`config.mk`:
```
export PLATFORM = sky130hd
export DESIGN_NAME = mt9v034_capture
export DESIGN_NICKNAME = d
export VERILOG_FILES = /design/src/rtl/mt9v034_pkg.sv /design/src/rtl/sync_edge_det.sv /design/src/rtl/mt9v034_capture.sv
export SDC_FILE = /design/constraint.sdc
export NUM_CORES = 1
export LEC_CHECK = 0
export BUFFER_PORTS_ARGS = -buffer_cell sky130_fd_sc_hd__buf_4
export CAP_MARGIN = 30
export CORE_UTILIZATION = 40
export CTS_CLUSTER_DIAMETER = 100
export DETAILED_ROUTE_END_ITERATION = 8
export HOLD_SLACK_MARGIN = 0.06
export SLEW_MARGIN = 20
export SYNTH_ARGS = -nofsm -noshare
export SYNTH_HDL_FRONTEND = slang
export SYNTH_SLANG_ARGS = --single-unit
```
`constraint.sdc`:
```
create_clock -name clk -period 6.3 [get_ports clk]
set_input_delay 1.26 -clock clk [delete_from_list [all_inputs] [get_ports clk]]
set_output_delay 1.26 -clock clk [all_outputs]
set_load 0.05 [all_outputs]
```
`src/rtl/mt9v034_pkg.sv`:
```
// Shared types and default constants for the MT9V034 single-frame snapshot engine.
package mt9v034_pkg;

  typedef enum logic [2:0] {
    IDLE,
    TRIG,
    SYNC,
    ARM,
    CAPTURE,
    DONE
  } cap_state_e;

  localparam int unsigned CAM_CLK_HZ      = 24_000_000;
  localparam int unsigned DEF_H_ACTIVE    = 752;
  localparam int unsigned DEF_V_ACTIVE    = 480;
  localparam int unsigned DEF_DATA_W      = 10;
  localparam int unsigned DEF_ADDR_W      = 19;
  // 1 us trigger pulse and 100 ms frame wait at the camera clock rate
  localparam int unsigned DEF_TRIG_CYC    = CAM_CLK_HZ / 1_000_000;
  localparam int unsigned DEF_TIMEOUT_CYC = CAM_CLK_HZ / 10;

endpackage

```
`src/rtl/sync_edge_det.sv`:
```
// Registers a 1-bit level once and flags its rising/falling edges against the previous registered value.
module sync_edge_det (
  input  logic clk,
  input  logic reset,
  input  logic d,
  output logic q,
  output logic rise_c,
  output logic fall_c
);

  logic q_d;

  always_ff @(posedge clk) begin
    if (reset) begin
      q   <= 1'b0;
      q_d <= 1'b0;
    end else begin
      q   <= d;
      q_d <= q;
    end
  end

  assign rise_c = q & ~q_d;
  assign fall_c = ~q & q_d;

endmodule

```
`src/rtl/mt9v034_capture.sv`:
```
// Snapshot engine: trigger pulse on button edge, then capture the next full frame
// as a linear address/data/enable write stream.
module mt9v034_capture
  import mt9v034_pkg::*;
#(
  parameter int unsigned H_ACTIVE    = DEF_H_ACTIVE,
  parameter int unsigned V_ACTIVE    = DEF_V_ACTIVE,
  parameter int unsigned DATA_W      = DEF_DATA_W,
  parameter int unsigned ADDR_W      = DEF_ADDR_W,
  parameter int unsigned TRIG_CYC    = DEF_TRIG_CYC,
  parameter int unsigned TIMEOUT_CYC = DEF_TIMEOUT_CYC
) (
  input  logic              clk,
  input  logic              reset,
  input  logic              trig_db,
  input  logic [DATA_W-1:0] cam_dout,
  input  logic              cam_lv,
  input  logic              cam_fv,
  output logic              cam_trigger,
  output logic              wr_en,
  output logic [ADDR_W-1:0] wr_addr,
  output logic [DATA_W-1:0] wr_data,
  output logic              busy,
  output logic              frame_done,
  output logic              err_size,
  output logic              err_timeout
);

  localparam int unsigned COL_W  = $clog2(H_ACTIVE + 1);
  localparam int unsigned ROW_W  = $clog2(V_ACTIVE + 1);
  localparam int unsigned TRIG_W = $clog2(TRIG_CYC + 1);
  localparam int unsigned TMO_W  = $clog2(TIMEOUT_CYC + 1);

  logic              trig_rise, trig_q_unused, trig_fall_unused;
  logic              lv, lv_rise, lv_fall;
  logic              fv, fv_rise, fv_fall;
  logic [DATA_W-1:0] dout;

  cap_state_e        state, state_n;
  logic [TRIG_W-1:0] trig_cnt, trig_cnt_n;
  logic [TMO_W-1:0]  tmo_cnt, tmo_cnt_n;
  logic [COL_W-1:0]  col, col_n, col_eff;
  logic [ROW_W-1:0]  row, row_n, row_eff;
  logic [ADDR_W-1:0] addr, addr_n, addr_eff;
  logic [ADDR_W-1:0] base, base_n;
  logic              wr_en_n, err_size_n, err_timeout_n;
  logic [ADDR_W-1:0] wr_addr_n;
  logic [DATA_W-1:0] wr_data_n;

  sync_edge_det u_trig (
    .clk    (clk),
    .reset  (reset),
    .d      (trig_db),
    .q      (trig_q_unused),
    .rise_c (trig_rise),
    .fall_c (trig_fall_unused)
  );

  sync_edge_det u_lv (
    .clk    (clk),
    .reset  (reset),
    .d      (cam_lv),
    .q      (lv),
    .rise_c (lv_rise),
    .fall_c (lv_fall)
  );

  sync_edge_det u_fv (
    .clk    (clk),
    .reset  (reset),
    .d      (cam_fv),
    .q      (fv),
    .rise_c (fv_rise),
    .fall_c (fv_fall)
  );

  // A new line restarts at column 0 and at the line base address in the same cycle
  assign col_eff  = lv_rise ? '0 : col;
  assign addr_eff = lv_rise ? base : addr;

  always_ff @(posedge clk) begin
    if (reset) state <= IDLE;
    else       state <= state_n;
  end

  always_comb begin
    state_n       = state;
    trig_cnt_n    = trig_cnt;
    tmo_cnt_n     = tmo_cnt;
    col_n         = col;
    row_n         = row;
    row_eff       = row;
    addr_n        = addr;
    base_n        = base;
    wr_en_n       = 1'b0;
    wr_addr_n     = wr_addr;
    wr_data_n     = wr_data;
    err_size_n    = err_size;
    err_timeout_n = err_timeout;

    case (state)
      IDLE: begin
        if (trig_rise) begin
          state_n       = TRIG;
          trig_cnt_n    = '0;
          tmo_cnt_n     = '0;
          err_size_n    = 1'b0;
          err_timeout_n = 1'b0;
        end
      end

      TRIG: begin
        if (trig_cnt == TRIG_W'(TRIG_CYC - 1)) state_n = SYNC;
        else                                   trig_cnt_n = trig_cnt + TRIG_W'(1);
      end

      SYNC, ARM: begin
        tmo_cnt_n = tmo_cnt + TMO_W'(1);
        if (tmo_cnt == TMO_W'(TIMEOUT_CYC - 1)) begin
          state_n       = IDLE;
          err_timeout_n = 1'b1;
        end else if (state == SYNC) begin
          if (!fv) state_n = ARM;
        end else if (fv_rise) begin
          state_n = CAPTURE;
          col_n   = '0;
          row_n   = '0;
          addr_n  = '0;
          base_n  = '0;
        end
      end

      CAPTURE: begin
        if (lv) begin
          col_n = (col_eff == COL_W'(H_ACTIVE)) ? col_eff : col_eff + COL_W'(1);
          if (col_eff < COL_W'(H_ACTIVE) && row < ROW_W'(V_ACTIVE)) begin
            wr_en_n   = 1'b1;
            wr_addr_n = addr_eff;
            wr_data_n = dout;
            addr_n    = addr_eff + ADDR_W'(1);
          end else begin
            // Excess pixel or excess line: dropped, frame is mis-sized
            err_size_n = 1'b1;
            addr_n     = addr_eff;
          end
        end
        // Line end is accounted before any frame-end check in the same cycle
        if (lv_fall) begin
          if (col != COL_W'(H_ACTIVE)) err_size_n = 1'b1;
          if (row != ROW_W'(V_ACTIVE)) begin
            row_eff = row + ROW_W'(1);
            base_n  = base + ADDR_W'(H_ACTIVE);
          end
          row_n = row_eff;
        end
        if (fv_fall) begin
          if (row_eff != ROW_W'(V_ACTIVE)) err_size_n = 1'b1;
          state_n = DONE;
        end
      end

      DONE: state_n = IDLE;

      default: state_n = IDLE;
    endcase
  end

  always_ff @(posedge clk) begin
    if (reset) begin
      trig_cnt    <= '0;
      tmo_cnt     <= '0;
      col         <= '0;
      row         <= '0;
      addr        <= '0;
      base        <= '0;
      dout        <= '0;
      cam_trigger <= 1'b0;
      wr_en       <= 1'b0;
      wr_addr     <= '0;
      wr_data     <= '0;
      busy        <= 1'b0;
      frame_done  <= 1'b0;
      err_size    <= 1'b0;
      err_timeout <= 1'b0;
    end else begin
      trig_cnt    <= trig_cnt_n;
      tmo_cnt     <= tmo_cnt_n;
      col         <= col_n;
      row         <= row_n;
      addr        <= addr_n;
      base        <= base_n;
      dout        <= cam_dout;
      cam_trigger <= (state_n == TRIG);
      wr_en       <= wr_en_n;
      wr_addr     <= wr_addr_n;
      wr_data     <= wr_data_n;
      busy        <= (state_n != IDLE);
      frame_done  <= (state_n == DONE);
      err_size    <= err_size_n;
      err_timeout <= err_timeout_n;
    end
  end

endmodule

```
# After elaboration in Yosys (flattened, before gate mapping)
# Cells that the tools add are included.
dict set report totals {
  ff_bits 138
  word_cells 127
  input_bits 15
}
dict set report classes {
  n_lt_le_gt_ge 2
  addsub 6
  n_mux 48
  n_bitwise 11
  n_reduce_logical 17
  eq_ne 21
}
# operator n
set op_table {}
lappend op_table {{$mux W19} 8}
lappend op_table {{$pmux W19 S2} 2}
lappend op_table {{$mux W10} 6}
lappend op_table {{$mux W9} 6}
lappend op_table {{$pmux W22 S2} 1}
lappend op_table {{$add A22 B1 Y22 const B} 1}
lappend op_table {{$eq A22 B22 Y1 const B} 1}
lappend op_table {{$mux W22} 1}
lappend op_table {{$mux W3} 7}
lappend op_table {{$pmux W10 S2} 1}
lappend op_table {{$add A19 B1 Y19 const B} 1}
lappend op_table {{$add A19 B10 Y19 const B} 1}
lappend op_table {{$ne A9 B9 Y1 const B} 2}
lappend op_table {{$pmux W9 S2} 1}
lappend op_table {{$ne A2 B2 Y1 const B} 8}
lappend op_table {{$pmux W3 S4} 1}
lappend op_table {{$add A10 B1 Y10 const B} 1}
lappend op_table {{$eq A10 B10 Y1 const B} 1}
lappend op_table {{$lt A10 B10 Y1 const B} 1}
lappend op_table {{$mux W5} 2}
lappend op_table {{$ne A10 B10 Y1 const B} 1}
lappend op_table {{$pmux W5 S2} 1}
lappend op_table {{$add A9 B1 Y9 const B} 1}
lappend op_table {{$lt A9 B9 Y1 const B} 1}
lappend op_table {{21 further kinds} 48}

# Depth between registers and ports, before layout
dict set report depth {
  word_depth 12
  mapped_depth 12
  ltp_nobuf 9
}

# Cells and area by module
# Synthesis repeated with hierarchy kept, for this count alone.
dict set report hier_totals {
  hier_cells 797
  hier_area_um2 6717.7
}
# module n_inst area_each_um2 cells_per_inst seq_area_each_um2
set modules_own_cells {}
lappend modules_own_cells {mt9v034_capture 1 6522.5 779 2562.5}
lappend modules_own_cells {sync_edge_det 3 65.1 6 40.0}

# Least setup slack after synthesis
# Ideal clock, no wire load.
dict set report synth_path {
  path_kind {register -> register}
  start {reg u_lv.q_d}
  end {reg addr[8]}
  required_ns 6.242
  path_buffers 3
  t_arrival_ns 2.531
  setup_slack_ns 3.710
  setup_ns 0.058
  synth_period_minus_slack_ns 2.590
  stages_incl_launch_ff 11
  path_cell_list {dfxtp_1 nand2b_1 clkbuf_1 clkbuf_1 buf_1 and2_1 ha_1 nand4_2 o21a_1 a2111oi_0 o22a_1}
}
dict set report synth_between {
  elab_cells_between_ends 10
}
# item line_no
set synth_rtl {}
lappend synth_rtl {{start, declared} sync_edge_det.sv:11} ;# logic q_d;
lappend synth_rtl {{start signal, assigned} sync_edge_det.sv:19} ;# q_d <= q;
lappend synth_rtl {{$not A1 Y1} sync_edge_det.sv:23} ;# assign rise_c = q & ~q_d;
lappend synth_rtl {{$and A1 B1 Y1} sync_edge_det.sv:23}
lappend synth_rtl {{$mux W19} mt9v034_capture.sv:79} ;# assign addr_eff = lv_rise ? base : addr;
lappend synth_rtl {{via addr_eff[1]} mt9v034_capture.sv:44} ;# logic [ADDR_W-1:0] addr, addr_n, addr_eff;
lappend synth_rtl {{$add A19 B1 Y19} mt9v034_capture.sv:140} ;# addr_n = addr_eff + ADDR_W'(1);
lappend synth_rtl {{$mux W19} mt9v034_capture.sv:136} ;# if (col_eff < COL_W'(H_ACTIVE) && row < ROW_W'(V_ACTIVE)) begin
lappend synth_rtl {{$mux W19} mt9v034_capture.sv:134} ;# if (lv) begin
lappend synth_rtl {{$pmux W19 S2} mt9v034_capture.sv:101} ;# case (state)
lappend synth_rtl {{end signal, assigned} mt9v034_capture.sv:190} ;# addr <= addr_n;
lappend synth_rtl {{end, declared} mt9v034_capture.sv:44}
# The timed path passes the listed nets, and every way through them passes these cells. The select of a mux whose other input is x is not followed.
# A chain may end at the register's enable or synchronous reset.

# Final worst setup path
dict set report layout_path {
  start {reg state[2]}
  end {reg addr[3]}
}
dict set report layout_between {
  elab_chain_len 4
  elab_cells_between_ends 11
}
# item line_no
set layout_rtl {}
lappend layout_rtl {{start, declared} mt9v034_capture.sv:39} ;# cap_state_e state, state_n;
lappend layout_rtl {{start signal, assigned} mt9v034_capture.sv:83} ;# else state <= state_n;
lappend layout_rtl {{$eq A3 B2 Y1 (on tied branches)} {mt9v034_capture.sv:101, mt9v034_capture.sv:122}}
lappend layout_rtl {{$reduce_or A2 Y1} mt9v034_capture.sv:101}
lappend layout_rtl {{$ne A2 B2 Y1 (no line) or $reduce_bool A2 Y1 (tied branches)} -}
lappend layout_rtl {{$reduce_and A5 Y1 (no line)} -}
# Several ways; a longest one is shown, not always the timed one.

==> results_dict.tcl <==
set metrics [dict create \
    status "finished clean" \
    crit_buf_inv 0 \
    ys.flop_type "dfxtp_1" \
    vias_per_cell 5.30 \
    crit_arrival_ns 3.68 \
    synth_edf_count 0 \
    r2r_start "state[2]$_SDFF_PP0_" \
    end_kind "register" \
    grt-ovfl-total 0 \
    layout_common_cells "134 x dfxtp_1, 114 x nand2_1, 102 x nor2_1, 53 x buf_4, 43 x a21oi_1" \
    finalSetupViolations 0 \
    antenna_left 0 \
    maxSlewViolCount 0 \
    hold_viol 0 \
    cts_sinks 134 \
    fillers 1418 \
    cts_buffer_depth 2 \
    cts_tree "yes" \
    vias 5333 \
    start_util_pct 41.1 \
    ios 50 \
    fin_skew_ns 0.0108 \
    place.gp.congestion 0.807 \
    crit_top_cell "a21oi_1" \
    syn_area_sq_mm 0.00627 \
    synth.yosys.warnings 0 \
    cp.required_ns 6.64 \
    cts-htree-levels 4 \
    startpoint_type "register" \
    track_usage_pct 18.7 \
    dp_hpwl_mm 9.67 \
    hold_path.class "register to register" \
    wl_met2_mm 6.93 \
    clock_latency_ns 0.42 \
    grt_max_degree 80 \
    final_common_cell "dfxtp_1" \
    cp_slowest_cell "nor3b_2" \
    cts_made_buffers 17 \
    cp_top_family "simple AND/OR/NAND/NOR gates" \
    drive_gt1_share_pct 13.4 \
    synth.area.top_cells "dfxtp_1 43%, nand2_1 6.8%, nor2_1 6.1%, xor2_1 3.8%, a21oi_1 3.4%" \
    regArea_sq_mm 0.00268 \
    cap_violations 0 \
    post_cts_resized 0 \
    wl_met1_mm 6.72 \
    synth-seq-cells 134 \
    drt_wl_total_mm 14.5 \
    p_leak_nw 2.52 \
    post_cts_buffers 0 \
    dr_wl_met3_microns 589 \
    core.rowCount 45 \
    die_h_microns 127 \
    synthArstFlopShare_pct 0 \
    critPathMaxStageDelay_ns 0.74 \
    rsz0062_at_grt "false" \
    die_w_microns 127 \
    crit_chain "nor3b_2, and2_0, nand2_1, nor4_1, a21oi_1, a21oi_1" \
    pwr_density_cell_mw_per_mm2 258 \
    seq_area_frac_synth_pct 42.8 \
    dieArea_sq_mm 0.0162 \
    grt_pass1_vias 5095 \
    coreArea_sq_mm 0.0153 \
    hold_start "dout[0]$_SDFF_PP0_" \
    period_needed_ns 3.34 \
    antenna_found_initial 0 \
    wl_per_cell_microns 14.4 \
    syn_inst 752 \
    synth_top_area_share_pct 42.8 \
    max_freq_mhz 299 \
    postCtsHoldBufs 0 \
    dr.pass1.iters 6 \
    area_delta_synth_final_pct 17.2 \
    portBuffers 49 \
    grt_pass1_wl_mm 24.1 \
    drt_iter0_markers 409 \
    yosys.area.top_type "dfxtp_1" \
    ys_types 72 \
    final_cells 1007 \
    path_max_fanout 18 \
    slew_headroom_pct 39.9 \
    synth.net_count 775 \
    vdd_drop_max_uv 195 \
    remaining_drc_errors 0 \
    top_layer "met4" \
    finalCritPeriodShare_pct 53.1 \
    antennaDiodeCount 0 \
    startpoint "state[2]$_SDFF_PP0_" \
    path_clk_slew_ns 0.06 \
    syn_area_per_cell_sq_um 8.34 \
    multi_input_area_sq_mm 0.00337 \
    cts_root_buffer "clkbuf_16" \
    nets 806 \
    worstSetupPathType "register to register" \
    placed_cells 975 \
    setup_tns_ns 0 \
    worst_slew_pin_slew_ns 0.896 \
]
[cell usage after synthesis (4+ instances only)]
| master | n |
|---|---|
| inv_1 | 14 |
| nor3b_1 | 5 |
| dfxtp_1 | 134 |
| a311oi_1 | 12 |
| nand4_1 | 11 |
| and3_1 | 10 |
| nand2_1 | 114 |
| nor3_1 | 10 |
| xnor2_1 | 17 |
| a21oi_1 | 43 |
| a211oi_1 | 16 |
| ha_1 | 8 |
| a32o_1 | 5 |
| nand3_1 | 22 |
| and2_1 | 6 |
| nand2b_1 | 6 |
| buf_2 | 7 |
| nor2_1 | 102 |
| clkbuf_1 | 27 |
| nor4_1 | 8 |
| buf_1 | 6 |
| xor2_1 | 27 |
| o211ai_1 | 5 |
| nor2b_1 | 18 |
| o21ai_0 | 26 |
| nand3b_1 | 4 |
| mux2i_1 | 12 |
| a31oi_1 | 12 |
[worst min-delay path: cells and delay by family, from the launching register on]
| family | cells | cell delay, ns |
|---|---|---|
| compound gates | 1 | 0.05 |
| simple gates | 1 | 0.04 |
| flops | 1 | 0.29 |
[layout make-up]
class,count,share of cell area [%]
multi-input combinational,563,45.8
tap,211,3.59
clock inverter,11,1.70
inverter,14,0.715
clock buffer,21,6.26
timing repair buffer,53,5.41
sequential,134,36.5
[per-layer routing]
| layer | vias to the layer above | global-route usage (%) |
|---|---|---|
| li1 | 2716 | - |
| met1 | 2489 | 23.0 |
| met2 | 106 | 31.3 |
| met3 | 22 | 4.86 |
| met4 | 0 | 7.49 |
| met5 | - | 0 |
[cells by family after synthesis]
| logic type | Yosys count | share of synthesized area, % |
|---|---|---|
| compound gates | 155 | 17.1 |
| xor+xnor | 44 | 6.14 |
| fa+ha+maj | 8 | 1.60 |
| buf+inv | 55 | 3.55 |
| flops | 134 | 42.8 |
| mux | 13 | 2.09 |
| simple gates | 343 | 26.7 |
[worst paths after layout]
kind | to | slack, ns | cells after the start
worst max register to register | addr[3]$_SDFFE_PP0P_ | 2.96 | 6
worst min-delay path | wr_data[0]$_SDFFE_PP0P_ | 0.44 | 2
worst max-delay path | addr[3]$_SDFFE_PP0P_ | 2.96 | 6
worst min register to register | wr_data[0]$_SDFFE_PP0P_ | 0.44 | 2
[registers in the layout (all words and copies together) (netlist names), 3 cells and up]
name / count
addr: 19
base: 15
col: 10
dout: 10
row: 9
state: 3
tmo_cnt: 22
trig_cnt: 5
wr_addr: 19
wr_data: 10
[through the flow]
stage / hold WS, ns / utilization [%] / setup WS (ns) / total power, mW / area, sq um
after global placement: 0.422 / 44.4 / 3.09 / 0.932 / 6770
after detailed placement: 0.425 / 44.4 / 2.92 / 0.932 / 6770
final: 0.436 / 48.2 / 2.96 / 1.90 / 7350
after global routing: 0.458 / 48.2 / 2.59 / 1.96 / 7350
after floorplan: 0.417 / - / 3.71 / 0.916 / 6270
after CTS: 0.435 / 48.2 / 2.90 / 1.92 / 7350
[report_power, final]
group	internal, mW	switching (mW)	leakage, nW
combinational	0.0190	0.0354	1.17
clock	0.603	0.379	0.272
sequential	0.855	0.00458	1.08
No activity file was read; power rests on OpenSTA's default activity.
